==> src/rtl/alu_arbiter.sv <==
`timescale 1ns/1ps
`default_nettype none
// ============================================================================
//  Module   : alu_arbiter
//  Purpose  : Round-robin arbiter sharing one multi-cycle ALU between two
//             requesters; one operation in flight, response held until taken.
//  Revision : 1.0 - initial release
// ============================================================================
module alu_arbiter #(
    parameter int MUL_LAT = 4,
    parameter int DIV_LAT = 8
) (
    input  logic        clk,
    input  logic        clr,
    input  logic        req0_valid,
    input  logic [4:0]  req0_op,
    input  logic [31:0] req0_a,
    input  logic [31:0] req0_b,
    output logic        req0_ready,
    input  logic        req1_valid,
    input  logic [4:0]  req1_op,
    input  logic [31:0] req1_a,
    input  logic [31:0] req1_b,
    output logic        req1_ready,
    output logic [31:0] alu_a,
    output logic [31:0] alu_b,
    output logic [4:0]  alu_op,
    input  logic [63:0] alu_out,
    output logic        rsp_valid,
    output logic        rsp_id,
    output logic [63:0] rsp_data,
    output logic        rsp_dz,
    input  logic        rsp_ready,
    output logic        busy
);

    localparam logic [4:0] c_OP_MUL  = 5'b01100;
    localparam logic [4:0] c_OP_DIV  = 5'b01101;
    localparam logic [3:0] c_MUL_CNT = 4'(MUL_LAT - 1);
    localparam logic [3:0] c_DIV_CNT = 4'(DIV_LAT - 1);

    typedef enum logic [1:0] {
        ST_IDLE = 2'd0,
        ST_EXEC = 2'd1,
        ST_RESP = 2'd2
    } state_t;

    state_t      r_state;
    state_t      w_state_nxt;
    logic        r_last_grant;
    logic        r_id;
    logic [4:0]  r_op;
    logic [31:0] r_a;
    logic [31:0] r_b;
    logic [3:0]  r_cnt;
    logic [63:0] r_rsp_data;
    logic        r_rsp_dz;

    logic        w_idle;
    logic        w_gnt0;
    logic        w_gnt1;
    logic        w_accept;
    logic [4:0]  w_sel_op;
    logic [31:0] w_sel_a;
    logic [31:0] w_sel_b;
    logic        w_dz;
    logic [3:0]  w_cnt_load;

    // last_grant == 1 means port 1 was served last, so port 0 wins a tie.
    always_comb begin
        w_idle   = (r_state == ST_IDLE);
        w_gnt0   = w_idle && req0_valid && (!req1_valid || r_last_grant);
        w_gnt1   = w_idle && req1_valid && (!req0_valid || !r_last_grant);
        w_accept = w_gnt0 || w_gnt1;
        w_sel_op = w_gnt1 ? req1_op : req0_op;
        w_sel_a  = w_gnt1 ? req1_a  : req0_a;
        w_sel_b  = w_gnt1 ? req1_b  : req0_b;
        w_dz     = (w_sel_op == c_OP_DIV) && (w_sel_b == 32'd0);
    end

    always_comb begin
        w_cnt_load = 4'd0;
        if (!w_dz) begin
            case (w_sel_op)
                c_OP_MUL: w_cnt_load = c_MUL_CNT;
                c_OP_DIV: w_cnt_load = c_DIV_CNT;
                default:  w_cnt_load = 4'd0;
            endcase
        end
    end

    always_comb begin
        w_state_nxt = r_state;
        case (r_state)
            ST_IDLE: if (w_accept)         w_state_nxt = w_dz ? ST_RESP : ST_EXEC;
            ST_EXEC: if (r_cnt == 4'd0)    w_state_nxt = ST_RESP;
            ST_RESP: if (rsp_ready)        w_state_nxt = ST_IDLE;
            default:                       w_state_nxt = ST_IDLE;
        endcase
    end

    always_ff @(posedge clk or posedge clr) begin
        if (clr) begin
            r_state      <= ST_IDLE;
            r_last_grant <= 1'b1;
            r_id         <= 1'b0;
            r_op         <= 5'd0;
            r_a          <= 32'd0;
            r_b          <= 32'd0;
            r_cnt        <= 4'd0;
            r_rsp_data   <= 64'd0;
            r_rsp_dz     <= 1'b0;
        end else begin
            r_state <= w_state_nxt;
            if (w_accept) begin
                r_id         <= w_gnt1;
                r_last_grant <= w_gnt1;
                r_op         <= w_sel_op;
                r_a          <= w_sel_a;
                r_b          <= w_sel_b;
                r_cnt        <= w_cnt_load;
                // Divide by zero never reaches the ALU: response is known now.
                if (w_dz) begin
                    r_rsp_data <= 64'd0;
                    r_rsp_dz   <= 1'b1;
                end
            end else if (r_state == ST_EXEC) begin
                if (r_cnt == 4'd0) begin
                    r_rsp_data <= alu_out;
                    r_rsp_dz   <= 1'b0;
                end else begin
                    r_cnt <= r_cnt - 4'd1;
                end
            end
        end
    end

    always_comb begin
        req0_ready = w_gnt0;
        req1_ready = w_gnt1;
        alu_op     = (r_state == ST_EXEC) ? r_op : 5'd0;
        alu_a      = (r_state == ST_EXEC) ? r_a  : 32'd0;
        alu_b      = (r_state == ST_EXEC) ? r_b  : 32'd0;
        rsp_valid  = (r_state == ST_RESP);
        rsp_id     = rsp_valid && r_id;
        rsp_data   = rsp_valid ? r_rsp_data : 64'd0;
        rsp_dz     = rsp_valid && r_rsp_dz;
        busy       = !w_idle;
    end

endmodule
`default_nettype wire

==> config.mk <==
export PLATFORM = sky130hd
export DESIGN_NAME = alu_arbiter
export DESIGN_NICKNAME = d
export VERILOG_FILES = /design/src/rtl/alu_arbiter.sv
export SDC_FILE = /design/constraint.sdc
export NUM_CORES = 1
export LEC_CHECK = 0
export ABC_AREA = 1
export CORE_AREA = 2 2 133 135
export DETAILED_ROUTE_END_ITERATION = 6
export DIE_AREA = 0 0 135 137
export DONT_BUFFER_PORTS = 1
export SYNTH_ARGS = -nofsm -noshare
export SYNTH_HDL_FRONTEND = slang
export SYNTH_SLANG_ARGS = --single-unit
==> constraint.sdc <==
create_clock -name clk -period 9.9 [get_ports clk]
set_input_delay 0.495 -clock clk [delete_from_list [all_inputs] [get_ports clk]]
set_output_delay 0.495 -clock clk [all_outputs]
set_load 0.03 [all_outputs]
Word-level counts from Yosys, hierarchy flattened
Cells that the tools add are included.

operators by class
  magnitude comparators = 0
  div/mod/pow operators = 0
  eq/ne operators = 9
  $mul = 0
  add/subtract/negate cells = 1
  bitwise operators = 0
  reductions and logical operators = 22
  muxes and demuxes = 25
  shift-type cells = 0

operators by type and width
  kind                                                                     count
  64-bit two-way mux                                                       5
  32-bit two-way mux                                                       4
  32-bit zero test                                                         1
  4-bit two-way mux                                                        3
  5-bit by 4-bit == test with 1-bit output, second input constant          2
  5-bit two-way mux                                                        2
  2-bit two-way mux                                                        4
  1-bit logical AND                                                        7
  2-bit by 1-bit inequality test with 1-bit output, second input constant  3
  2-bit case mux with 3 select lines                                       1
  3-bit case mux with 2 select lines                                       1
  3-bit AND reduction                                                      2
  1-bit zero test                                                          4
  4-bit zero test                                                          1
  1-bit two-way mux                                                        4
  2-bit inequality test, second input constant                             2
  2-bit nonzero test                                                       2
  4-bit by 1-bit subtractor with 4-bit output, second input constant       1
  1-bit logical OR                                                         3
  3-bit two-way mux                                                        1
  2-bit by 1-bit == test with 1-bit output, second input constant          1
  2-bit == test, second input constant                                     1
  2-bit zero test                                                          1
  2-bit AND reduction                                                      1

word-level totals
  memories kept = 0
  logic and storage cells = 66
  flip-flop bits (word level) = 142
  bits in latches = 0
  bits in read-only memories = 0
  bits in writable memories = 0

Logic depth before layout (Yosys ltp)
  depth after elaboration = 9
  mapped depth = 15
  gate-level depth less buffers = 13

Worst setup path after synthesis
Ideal clock, no wire load.

  kind = register to register
  start = reg r_state[0]
  end = reg r_a[10]
  path buffers = 2
  setup slack = 7.819 ns
  cell stages (with the launch flop) = 11
  data arrival time = 1.949 ns
  data required time = 9.767 ns
  clock period less this slack = 2.081 ns
  path through = dfrtp_1 nor2_4 nand2_1 a21oi_2 nor2_1 inv_1 clkbuf_1 clkbuf_1 o21ai_0 a21oi_1 a21oi_1

between the ends
  cells in the longest elaborated chain, start to end = 4

RTL lines
  element                         line  text
  start: declaration              48    state_t r_state;
  start signal: assignment        114   r_state <= w_state_nxt;
  2-bit zero test                 71    w_idle = (r_state == ST_IDLE);
  1-bit logical AND (2 in a row)  72    w_gnt0 = w_idle && req0_valid && (!req1_valid || r_last_grant);
  net req0_ready                  19    output logic req0_ready,
  1-bit logical OR                74    w_accept = w_gnt0 || w_gnt1;
  end signal: assignment          119   r_a <= w_sel_a;
  end: declaration                53    logic [31:0] r_a;

The timed path passes the listed nets, and every way through them passes these cells.
A chain may end at the register's enable or synchronous reset.

Final worst setup path
  start = reg r_last_grant
  end = reg r_rsp_data[45]

between the ends
  cells in the longest elaborated chain, start to end = 8

RTL lines
  element                                                                              line    text
  start: declaration                                                                   50      logic r_last_grant;
  start signal: assignment                                                             117     r_last_grant <= w_gnt1;
  1-bit zero test                                                                      73      w_gnt1 = w_idle && req1_valid && (!req0_valid || !r_last_grant);
  1-bit logical OR                                                                     73
  1-bit logical AND                                                                    73
  32-bit two-way mux / 5-bit two-way mux (equally long branches)                       77, 75
  32-bit zero test / 5-bit by 4-bit == test with 1-bit output (equally long branches)  78      w_dz = (w_sel_op == c_OP_DIV) && (w_sel_b == 32'd0);
  1-bit logical AND                                                                    78
  2-bit by 1-bit inequality test with 1-bit output (no line)                           --
  3-bit AND reduction (no line)                                                        --
  end signal: assignment                                                               129     r_rsp_data <= alu_out;
  end: declaration                                                                     56      logic [63:0] r_rsp_data;

Several ways; a longest one is shown, not always the timed one.

==> impl_summary.txt <==
----------------------------------------------------
[Global routing]
  Maximum number of pins on one net before global-route repair ... between 100 and 150
  Global-route congestion overflow total ... 0
  Global-route wire length before repair ... approximately 31,000 um
  Initial antenna violation count ... 0
  Number of global-route vias before repair ... slightly above 6,000
  Gr usage total ... 0.2132

[Floorplanning]
  Number of rows created at floorplan ... between 40 and 50
  DIE WIDTH ... 135 um
  Area of the core ... around 17,000 um2
  Die Ht ... ~140 um
  Total die area ... between 15,000 and 20,000 um2
  Starting Density ... 0.4547
  Top-level I/O count ... 346

[Place]
  Final GP Congestion ... 0.8096
  DP Wirelength ... between 10,000 and 15,000 um
  Standard cell area after detailed placement ... between 7000 and 8000 um2
  Port Buffer Count ... 0
  Cells after DPL ... between 1,000 and 1,500

[Synthesis]
  Cells taking the most area after synthesis ... sky130_fd_sc_hd__dfrtp_1, sky130_fd_sc_hd__nand2_1, sky130_fd_sc_hd__inv_1
  Cell taking the most area after synthesis ... sky130_fd_sc_hd__dfrtp_1
  Number of unique standard cell types used by synthesis ... 28
  Most frequently used flop master after synthesis ... sky130_fd_sc_hd__dfrtp_1
  Avg Synthesized Cell Area ... about 7 um2
  Yosys top cell area share ... 0.4550
  Synthesized Nets ... ~1,300
  Number of warnings printed during yosys synthesis ... 0
  Cell area after synthesis ... 7755 um2
  Instance count of the mapped netlist ... ~1,100
  Async set-reset flop share out of synthesis ... 1.000
  Part of the Yosys area used for sequential elements ... 0.4584
  Number of enable flip-flop cells after synthesis ... 0
  Register bit count reported by yosys ... between 100 and 150

[STA]
  Final hold violation count ... 0
  Setup repair after global routing missed its margin ... no
  Setup-failing EPs final ... 0
  Fmax achieved ... approximately 0.26 GHz
  Final critical-path share of the clock period ... 0.3833
  Final worst clock skew ... 9.710 ps
  Crit path time final ... about 3800 ps
  Total Neg Setup Slack ... 0 ps
  Slew @ Worst Pin ... between 1000 and 1500 ps
  Relative slew slack ... 0.2475
  Pins over their slew limit ... 0

[Power and ir drop]
  Highest ir drop seen on vdd ... between 0.15 and 0.2 mV
  Sum of internal, switching and leakage power ... between 3 and 4 mW
  Cell area power density ... approximately 370 nW/um2
  Leakage dissipation ... 4.701 nW

[Outcome]
  Outcome ... finished clean

[Worst setup path]
  Number of cells on the worst reg-to-reg path ... 13
  R2r startpoint ... r_last_grant
  Element type at the critical path start ... flop
  Data arrival time of the worst path ... 4090 ps
  Cell with the biggest individual delay on the critical path ... sky130_fd_sc_hd__buf_4
  Kind of end point of the critical path ... flop
  Buffering stage count on the worst path with inverters included ... 2
  R2r endpoint ... r_rsp_data[45]
  CP peak stage delay ... 770 ps
  Crit path cell chain ... nand2_1 -> nand3_4 -> buf_4 -> nand2_1 -> o21ai_1 -> nand2_1 -> nor2_1 -> nand2_1 -> nor2_2 -> nand3_2 -> buf_4 -> nand3_1 -> nand2_1
  Critical Path Most Common Cell ... sky130_fd_sc_hd__nand2_1
  Setup slack, reg-to-reg ... between 6000 and 7000 ps
  Worst setup path class ... flop to flop
  Maximum fanout along the worst path ... 109
  Category of cells accounting for the largest share of critical-path delay ... simple AND/OR/NAND/NOR gates
  Required time at the endpoint of the critical path ... roughly 10,000 ps

[Route]
  Detailed-route wire length ... around 20,000 um
  Via count ... 6,607
  Remaining design rule violation count ... 0
  Remaining number of nets flagged by the antenna check after routing ... 0
  Vias per Instance ... 4.983
  Post-DR wirelength/cell ... roughly 15 um
  Drt first-iter violations ... 351
  Pre-antenna DRT Iters ... 4

[Clocking]
  Cts repair resizes ... 0
  Buffers inserted during post-CTS setup optimization ... 0
  Clock insertion delay at the later pin of the skew report ... 420 ps
  TritonCTS clock tree ... done
  Count of hold buffers inserted by post-cts repair ... 0
  Number of sinks driven by the clock tree ... between 100 and 150
  Num CTS Buffers ... 17
  Cell chosen for the clock root ... sky130_fd_sc_hd__clkbuf_16
  Clock transition time at the flip-flop clock pins of the worst setup and hold paths ... around 60 ps
  Max Root-Sink Buffers ... 2
  Count of H-tree levels built during CTS ... 4

[Cells and area]
  Final-stage net count ... roughly 1,300
  Fill cells ... roughly 1,800
  Utilization of the core after routing ... 0.4946
  Area overhead of the layout relative to synthesis ... 8.793%
  Area taken by flip-flops and latches ... around 3600 um2
  Post-route cell area ... ~8400 um2
  Number of cells in the finished layout apart from fillers ... approximately 1,300
  Share of layout cells above drive strength 1 ... 0.04632
  Combined area of the multi-input logic cells ... 2960 um2
  Antenna diode count ... 0

[Min path]
  Type of the most critical hold path ... input port to async pin

[Run]
  Number of max-cap violations ... 0

----------------------------------------------------
-- state kept, by name, summed over array words and instances, names as in the netlist --
name          flops
r_rsp_dz          1
r_last_grant      1
r_a              32
r_cnt             4
r_b              32
r_op              5
r_rsp_data       64
r_id              1
r_state           2
-- report_power, final --
group	internal [mW]	switching (mW)
combinational	0.312	1.14
sequential	0.861	0.119
clock	0.474	0.250
total	1.65	1.51
-- metrics by stage --
| step | worst slack, ps | hold slack [ps] |
|---|---|---|
| 6_report | 6105 | 33.99 |
| 5_1_grt | 5739 | 75.07 |
| 2_1_floorplan | 5597 | 453.0 |
| 4_1_cts | 6141 | 61.65 |
| 3_5_place_dp | 6160 | 473.2 |
| 3_3_place_gp | 6186 | 468.9 |
-- cell usage after synthesis, types with 7 or more instances --
cell type and instances:
sky130_fd_sc_hd__clkbuf_1 47, sky130_fd_sc_hd__buf_2 7, sky130_fd_sc_hd__nand3_1 67, sky130_fd_sc_hd__nand2_1 272, sky130_fd_sc_hd__nor2_1 153, sky130_fd_sc_hd__o21ai_0 72, sky130_fd_sc_hd__a21oi_1 65, sky130_fd_sc_hd__inv_1 244
sky130_fd_sc_hd__nand4_1 28, sky130_fd_sc_hd__buf_6 7, sky130_fd_sc_hd__dfrtp_1 141
-- routing by layer --
layer / track usage / share of wire / vias up
met3: 0.04556 / 0.056 / 40
met1: 0.2724 / 0.43 / 3038
met5: 0 / 0 / -
met2: 0.3486 / 0.49 / 217
met4: 0.09722 / 0.030 / 0
li1: - / - / 3312
-- cells by family (layout without fill, tap and decap cells) --
group | count (synthesis) | after routing | synth area share
compound gates | 149 | 149 | 0.09842
simple gates | 525 | 525 | 0.2767
flops | 142 | 142 | 0.4584
fa+ha+maj | 1 | 1 | 0.001613
xor+xnor | 1 | 1 | 0.001130
buf+inv | 316 | 283 | 0.1638
-- cell usage in the layout (no fill, tap or decap) --
master / netlist / final
sky130_fd_sc_hd__o21ai_1: 6 / 6
sky130_fd_sc_hd__clkinv_4: 0 / 1
sky130_fd_sc_hd__clkbuf_16: 0 / 17
sky130_fd_sc_hd__inv_2: 0 / 2
sky130_fd_sc_hd__clkinv_2: 0 / 2
sky130_fd_sc_hd__a21oi_2: 1 / 1
sky130_fd_sc_hd__o21a_1: 1 / 1
sky130_fd_sc_hd__dfstp_2: 1 / 1
sky130_fd_sc_hd__o21ai_0: 72 / 72
sky130_fd_sc_hd__nor2_2: 2 / 2
sky130_fd_sc_hd__a21oi_1: 65 / 65
sky130_fd_sc_hd__o211ai_1: 1 / 1
sky130_fd_sc_hd__dfrtp_1: 141 / 141
sky130_fd_sc_hd__o31ai_1: 1 / 1
sky130_fd_sc_hd__xnor2_1: 1 / 1
sky130_fd_sc_hd__nand2_1: 272 / 271
sky130_fd_sc_hd__inv_1: 244 / 242
sky130_fd_sc_hd__nand3_2: 1 / 1
sky130_fd_sc_hd__bufinv_16: 0 / 6
sky130_fd_sc_hd__a22oi_1: 1 / 1
sky130_fd_sc_hd__nor2_1: 153 / 151
sky130_fd_sc_hd__nand2_2: 0 / 1
sky130_fd_sc_hd__nand3_1: 67 / 66
sky130_fd_sc_hd__nand3_4: 0 / 1
sky130_fd_sc_hd__buf_4: 6 / 7
sky130_fd_sc_hd__nor2_4: 1 / 3
sky130_fd_sc_hd__inv_6: 0 / 5
sky130_fd_sc_hd__clkbuf_1: 47 / 1
sky130_fd_sc_hd__o21ai_2: 1 / 1
sky130_fd_sc_hd__nand4_1: 28 / 28
sky130_fd_sc_hd__nor4_1: 1 / 1
sky130_fd_sc_hd__ha_1: 1 / 1
-- worst register-to-register path, cell delays in order, from the launching register on --
cell and delay, ps:
sky130_fd_sc_hd__dfstp_2 530, sky130_fd_sc_hd__nand2_1 600, sky130_fd_sc_hd__nand3_4 310, sky130_fd_sc_hd__buf_4 770, sky130_fd_sc_hd__nand2_1 110, sky130_fd_sc_hd__o21ai_1 130, sky130_fd_sc_hd__nand2_1 90, sky130_fd_sc_hd__nor2_1 190
sky130_fd_sc_hd__nand2_1 100, sky130_fd_sc_hd__nor2_2 150, sky130_fd_sc_hd__nand3_2 80, sky130_fd_sc_hd__buf_4 340, sky130_fd_sc_hd__nand3_1 190, sky130_fd_sc_hd__nand2_1 80
-- how the worst max path moves through the flow --
stage               cells past startpoint        endpoint         start  slack, ps
floorplan                               1          r_a[0]           clr       5600
global placement                        9      r_state[1]  r_last_grant       6190
detailed placement                     13  r_rsp_data[53]  r_last_grant       6160
CTS                                    13  r_rsp_data[44]  r_last_grant       6140
global route                           13  r_rsp_data[54]  r_last_grant       5740
finish                                 13  r_rsp_data[45]  r_last_grant       6110
-- layout make-up --
| class | count | share of cell area |
|---|---|---|
| clock buffer | 18 | 0.05087 |
| clock inverter | 13 | 0.02773 |
| inverter | 245 | 0.1096 |
| multi-input combinational | 676 | 0.3509 |
| sequential | 142 | 0.4213 |
| tap | 225 | 0.03337 |
| timing repair buffer | 7 | 0.006229 |
Note: power is estimated with default switching activity, not from simulation.
